--- src/rtl/crp16_mux_pkg.sv ---
// Shared constants, FSM state type and index-width helpers for the CRP16
// streaming multiplexer family.
package crp16_mux_pkg;

    localparam int MODE_FIXED = 0;
    localparam int MODE_RR    = 1;

    typedef enum logic [0:0] {
        ST_ARB    = 1'b0,
        ST_LOCKED = 1'b1
    } mux_state_e;

    // Ceiling log2 for elaboration-time sizing; clog2(1) = 0.
    function automatic int clog2(input int n);
        int r;
        int p;
        r = 0;
        p = 1;
        while (p < n) begin
            p = p * 2;
            r = r + 1;
        end
        return r;
    endfunction

    // Index width never collapses to zero bits.
    function automatic int idx_width(input int n);
        return (clog2(n) < 1) ? 1 : clog2(n);
    endfunction

endpackage

--- src/rtl/rr_priority_picker.sv ---
// Combinational rotating-priority encoder: the first set request at or after
// `start` (wrapping at n-1 -> 0) wins.
module rr_priority_picker #(
    parameter int n = 4,
    parameter int w = 2
) (
    input  logic [n-1:0] req,
    input  logic [w-1:0] start,
    output logic [n-1:0] grant,
    output logic [w-1:0] idx,
    output logic         any
);

    function automatic int wrap_idx(input int base, input int off);
        int s;
        s = base + off;
        return (s >= n) ? (s - n) : s;
    endfunction

    // Scan offsets from farthest to nearest so the nearest requester overwrites.
    always_comb begin
        idx = {w{1'b0}};
        any = 1'b0;
        for (int i = n - 1; i >= 0; i--) begin
            if (req[w'(wrap_idx(int'(start), i))]) begin
                idx = w'(wrap_idx(int'(start), i));
                any = 1'b1;
            end else begin
                idx = idx;
                any = any;
            end
        end
    end

    // Expand the winning index to a one-hot grant vector.
    always_comb begin
        grant = {n{1'b0}};
        for (int k = 0; k < n; k++) begin
            grant[k] = any & (idx == w'(k));
        end
    end

endmodule

--- src/rtl/rr_stream_mux.sv ---
// N-to-1 valid/ready stream multiplexer with fixed or round-robin arbitration,
// optional packet lock, and a one-entry registered output stage.
module rr_stream_mux
    import crp16_mux_pkg::*;
#(
    parameter int bits     = 16,
    parameter int channels = 16,
    parameter int mode     = 1,
    parameter int packet   = 0
) (
    input  logic                                clock,
    input  logic                                resetn,
    input  logic [channels*bits-1:0]            in_data,
    input  logic [channels-1:0]                 in_last,
    input  logic [channels-1:0]                 in_valid,
    output logic [channels-1:0]                 in_ready,
    output logic [bits-1:0]                     out_data,
    output logic                                out_last,
    output logic [idx_width(channels)-1:0]      out_channel,
    output logic                                out_valid,
    input  logic                                out_ready
);

    localparam int IW = idx_width(channels);

    mux_state_e          state_r;
    mux_state_e          state_nxt_s;
    logic [IW-1:0]       lock_idx_r;
    logic [IW-1:0]       lock_idx_nxt_s;
    logic [IW-1:0]       ptr_r;
    logic [IW-1:0]       ptr_nxt_s;
    logic [IW-1:0]       start_s;

    logic [channels-1:0] pick_grant_s;
    logic [IW-1:0]       pick_idx_s;
    logic                pick_any_s;

    logic                load_s;
    logic [channels-1:0] ready_vec_s;
    logic [IW-1:0]       grant_idx_s;
    logic                grant_any_s;
    logic                xfer_s;
    logic [bits-1:0]     grant_data_s;
    logic                grant_last_s;

    // Fixed priority always searches from channel 0.
    always_comb begin
        if (mode == MODE_RR) begin
            start_s = ptr_r;
        end else begin
            start_s = {IW{1'b0}};
        end
    end

    rr_priority_picker #(
        .n (channels),
        .w (IW)
    ) u_picker (
        .req   (in_valid),
        .start (start_s),
        .grant (pick_grant_s),
        .idx   (pick_idx_s),
        .any   (pick_any_s)
    );

    // While locked only the owning channel may be granted, even if idle.
    always_comb begin
        ready_vec_s = {channels{1'b0}};
        grant_idx_s = pick_idx_s;
        grant_any_s = pick_any_s;
        case (state_r)
            ST_ARB: begin
                ready_vec_s = pick_grant_s;
            end
            ST_LOCKED: begin
                grant_idx_s = lock_idx_r;
                for (int k = 0; k < channels; k++) begin
                    ready_vec_s[k] = in_valid[k] & (lock_idx_r == IW'(k));
                end
                grant_any_s = |ready_vec_s;
            end
            default: begin
                grant_any_s = 1'b0;
            end
        endcase
    end

    assign load_s   = ~out_valid | out_ready;
    assign xfer_s   = load_s & grant_any_s;
    assign in_ready = load_s ? ready_vec_s : {channels{1'b0}};

    // Constant-index data/last mux keyed by the granted channel.
    always_comb begin
        grant_data_s = {bits{1'b0}};
        grant_last_s = 1'b0;
        for (int k = 0; k < channels; k++) begin
            if (grant_idx_s == IW'(k)) begin
                grant_data_s = in_data[k*bits +: bits];
                grant_last_s = in_last[k];
            end else begin
                grant_data_s = grant_data_s;
                grant_last_s = grant_last_s;
            end
        end
    end

    // Lock state and round-robin pointer next-state logic.
    always_comb begin
        state_nxt_s    = state_r;
        lock_idx_nxt_s = lock_idx_r;
        ptr_nxt_s      = ptr_r;
        case (state_r)
            ST_ARB: begin
                if ((packet != 0) && xfer_s && !grant_last_s) begin
                    state_nxt_s    = ST_LOCKED;
                    lock_idx_nxt_s = grant_idx_s;
                end else begin
                    state_nxt_s    = ST_ARB;
                end
                if ((mode == MODE_RR) && xfer_s) begin
                    ptr_nxt_s = (grant_idx_s == IW'(channels - 1)) ?
                                {IW{1'b0}} : (grant_idx_s + IW'(1));
                end else begin
                    ptr_nxt_s = ptr_r;
                end
            end
            ST_LOCKED: begin
                if (xfer_s && grant_last_s) begin
                    state_nxt_s = ST_ARB;
                end else begin
                    state_nxt_s = ST_LOCKED;
                end
            end
            default: begin
                state_nxt_s = ST_ARB;
            end
        endcase
    end

    // Arbitration state registers.
    always_ff @(posedge clock or negedge resetn) begin
        if (!resetn) begin
            state_r    <= ST_ARB;
            lock_idx_r <= {IW{1'b0}};
            ptr_r      <= {IW{1'b0}};
        end else begin
            state_r    <= state_nxt_s;
            lock_idx_r <= lock_idx_nxt_s;
            ptr_r      <= ptr_nxt_s;
        end
    end

    // One-entry output stage; a drain and a new load in one cycle keep it full.
    always_ff @(posedge clock or negedge resetn) begin
        if (!resetn) begin
            out_data    <= {bits{1'b0}};
            out_last    <= 1'b0;
            out_channel <= {IW{1'b0}};
            out_valid   <= 1'b0;
        end else if (xfer_s) begin
            out_data    <= grant_data_s;
            out_last    <= grant_last_s;
            out_channel <= grant_idx_s;
            out_valid   <= 1'b1;
        end else if (out_ready) begin
            out_valid   <= 1'b0;
        end else begin
            out_valid   <= out_valid;
        end
    end

endmodule

--- config.mk ---
export PLATFORM = sky130hd
export DESIGN_NAME = rr_stream_mux
export DESIGN_NICKNAME = d
export VERILOG_FILES = /design/src/rtl/crp16_mux_pkg.sv /design/src/rtl/rr_priority_picker.sv /design/src/rtl/rr_stream_mux.sv
export SDC_FILE = /design/constraint.sdc
export NUM_CORES = 1
export LEC_CHECK = 0
export CORE_UTILIZATION = 40
export DETAILED_ROUTE_END_ITERATION = 12
export DONT_BUFFER_PORTS = 1
export SLEW_MARGIN = 0
export SYNTH_ARGS = -nofsm -noshare
export SYNTH_HDL_FRONTEND = slang
export SYNTH_HIERARCHICAL = 1
export SYNTH_SLANG_ARGS = --single-unit
--- constraint.sdc ---
create_clock -name clock -period 7.45 [get_ports clock]
set_input_delay 0.745 -clock clock [delete_from_list [all_inputs] [get_ports clock]]
set_output_delay 0.745 -clock clock [all_outputs]
set_load 0.05 [all_outputs]
==> out/qor.csv <==
metric,value,unit
run status,completed,
CTS tree,built,
WP data required,7.62,ns
Hold Buf Count CTS,0,
clock slew at reported path FFs,0.07,ns
post-cts sizing count,0,
CTS Buf Count,3,
Max-slew headroom,21.2,%
DP HPWL,26.1,mm
fillers,1659,
FF+latch area,676,um2
max_cap viols,0,
Site Rows,45,
FMAX,151,MHz
vias per cell,7.60,
"area leader, netlist",dfrtp_1,
"Slew Viols, Final",0,
synthesized netlist cell count,821,
remaining antenna violation count,0,
type of the worst min-delay path,primary input to asynchronous set/reset pin,
TritonRoute pass-1 iters,8,
Worst Setup EP,out_data[5],
"Clk Latency, worst-skew pair",0.27,ns
critical path endpoint category,register,
Initial Util,41.5,%
Placer Congestion,1.00,
Top-Level Pins,329,
area grow syn2layout,2.19,%
syn avg cell area,7.80,um2
total grt overflow,0,
initial antenna violation count,5,
H-tree Lvls,1,
top post-synthesis cells by area,"dfrtp_1 11%, mux4_2 8.8%, o22ai_1 5.2%",
residual DRC count,0,
R2R Path Start,ptr_r[0],
number of global-route vias before repair,6766,
Final Skew,0.00286,ns
asr flop ratio synth,100,%
Slew @ Worst Pin,1.18,ns
clk sinks,27,
post-CTS setup buffers,0,
min Tclk post-route,6.64,ns
first-pass GRT wire length,45.5,mm
Root Buffer,clkbuf_16,
post-synthesis instance area,6400,um2
count of final hold-check violations,0,
Synth Warn #,6,
Die ar.,16500,um2
via count,7467,
Yosys cell types,89,
CP Class,register to register,
Die X,129,um
area of the multi-input gates,5280,um2
Avg WL per Cell,33.2,um
Reg2Reg Depth,17,
Final setup viols,0,
CTS Buffer Depth,2,
CP startpoint kind,register,
Final period util,89.1,%
share of cells above drive strength 1,16.2,%
"Primary FF master, synth",dfrtp_1,
Synth Register Bits,27,
FF-to-FF End,out_data[5],
Tot GR Track Use,37.7,%
Crit. Startpoint,ptr_r[0],
R2R Setup Slk,0.81,ns
Post-synth EDFFs,0,
die height,129,um
pin count of the biggest net entering global routing,36,
Critical Path Fanout Max,34,
core box area,15400,um2
RSZ-0062 raised after global routing,no,
Fin Setup TNS,0,ns
final core utilization,42.4,%
First DRT Iteration DRCs,901,
fin nets,1069,
Synth top area share,10.6,%
number of I/O port buffers,0,
"Net Count, Synth",1123,
WP data arrival,6.81,ns
DRT Wirelength,32.6,mm
"Seq/Total Area, Yosys",10.6,%
worst max-delay path, cell delays in order, from the launching register on:
cell and delay [ns]:
dfrtp_1 0.36, buf_4 0.42, ha_1 0.46, xor2_2 0.43, nor2_1 0.11, a21boi_0 0.52
nand3_1 0.34, nand2_1 0.29, a31oi_1 0.11, or3_1 0.35, and3_1 0.30, inv_1 0.11
nor2b_1 0.29, ha_2 0.55, nand3b_1 0.59, a21oi_2 0.77, a221oi_1 0.21, o31ai_1 0.31
layout by cell type (no fill, tap or decap), types with 4 or more instances in the layout:
master	synthesis	final
nand2_1	68	68
a21oi_1	58	58
o22ai_1	53	53
o21ai_0	37	37
mux2i_1	30	30
a31o_2	28	28
nor2b_1	27	27
nor2_1	27	27
dfrtp_1	27	27
mux4_2	25	25
nand2b_1	24	24
a22oi_1	21	21
a221oi_1	20	20
a21o_1	20	20
buf_4	6	20
mux2_2	18	18
and3_1	17	17
inv_1	16	16
a221o_1	16	16
o32ai_1	16	16
a22o_1	16	16
o31ai_1	16	16
nand3_1	15	15
nor3_1	15	15
xnor2_1	9	9
a31oi_1	8	8
ha_1	11	8
nand3b_1	6	6
xor2_1	6	6
diode_2	0	5
nor3_2	5	5
o22a_1	4	4
o221ai_1	4	4
and2_1	4	4
a31o_1	4	4
a2111oi_0	4	4
cell families (layout without fill, tap and decap cells):
| family | after synthesis | count (layout) | share of synthesized area [%] |
|---|---|---|---|
| compound gates | 358 | 358 | 40.5 |
| xor+xnor | 16 | 16 | 2.31 |
| fa+ha+maj | 11 | 11 | 2.15 |
| buf+inv | 99 | 44 | 7.05 |
| flops | 27 | 27 | 10.6 |
| mux | 76 | 76 | 17.3 |
| other cells | 0 | 5 | 0 |
| simple gates | 234 | 234 | 20.2 |
layout make-up:
| cell class | count | share of cell area, % |
|---|---|---|
| antenna | 5 | 0.191 |
| clock buffer | 3 | 1.15 |
| clock inverter | 1 | 0.0765 |
| inverter | 20 | 1.19 |
| multi-input combinational | 695 | 80.7 |
| sequential | 27 | 10.3 |
| tap | 211 | 4.04 |
| timing repair buffer | 20 | 2.29 |
routing by layer:
| layer | wire [um] | part of all wire, % | vias up | global-route usage (%) |
|---|---|---|---|---|
| met2 | 15300 | 47 | 574 | 62.1 |
| met5 | 22 | 0.067 | - | 0 |
| met4 | 1440 | 4.4 | 4 | 13.6 |
| met3 | 3750 | 11 | 103 | 10.6 |
| li1 | - | - | 3175 | - |
| met1 | 12100 | 37 | 3611 | 47.0 |
how the worst min path moves through the flow:
stage | startpoint | to | cells past startpoint
after CTS | resetn | out_data[11] | 0
after detailed placement | resetn | ptr_r[1] | 0
after global routing | resetn | ptr_r[1] | 0
after global placement | resetn | ptr_r[1] | 0
final | resetn | ptr_r[1] | 0
after floorplan | ptr_r[3] | ptr_r[3] | 2
state kept, by name (all words and copies together), names as in the netlist:
register	cells
out_channel	4
out_data	16
out_last	1
out_valid	1
ptr_r	4
state_r	1
per-stage QoR:
stage	std cells	worst slack, ns	hold slack, ns	instance area, um2
floorplan	821	1.58	0.445	6400
detailed placement	973	1.04	0.451	6450
CTS	977	1.02	0.157	6530
global placement	973	0.992	0.451	6450
global route	980	0.356	0.148	6540
finish	982	0.812	0.159	6540
cells in the mapped netlist (all sizes together) (3+ instances only):
cell type and n:
a2111oi 4, a21o 20, a21oi 59, a221o 16, a221oi 20, a22o 16
a22oi 21, a31o 32, a31oi 8, and2 4, and3 17, buf 43
clkbuf 36, dfrtp 27, ha 11, inv 20, mux2 19, mux2i 32
mux4 25, nand2 68, nand2b 24, nand3 16, nand3b 6, nand4b 3
nor2 28, nor2b 27, nor3 21, nor4 3, o211a 3, o211ai 4
o21ai 39, o221ai 4, o22a 4, o22ai 53, o31ai 16, o32ai 17
or3 4, xnor2 9, xor2 7
Power is left out: the tool's default activity adds up to more than one toggle a clock period on the data nets, which glitch-free logic cannot reach.
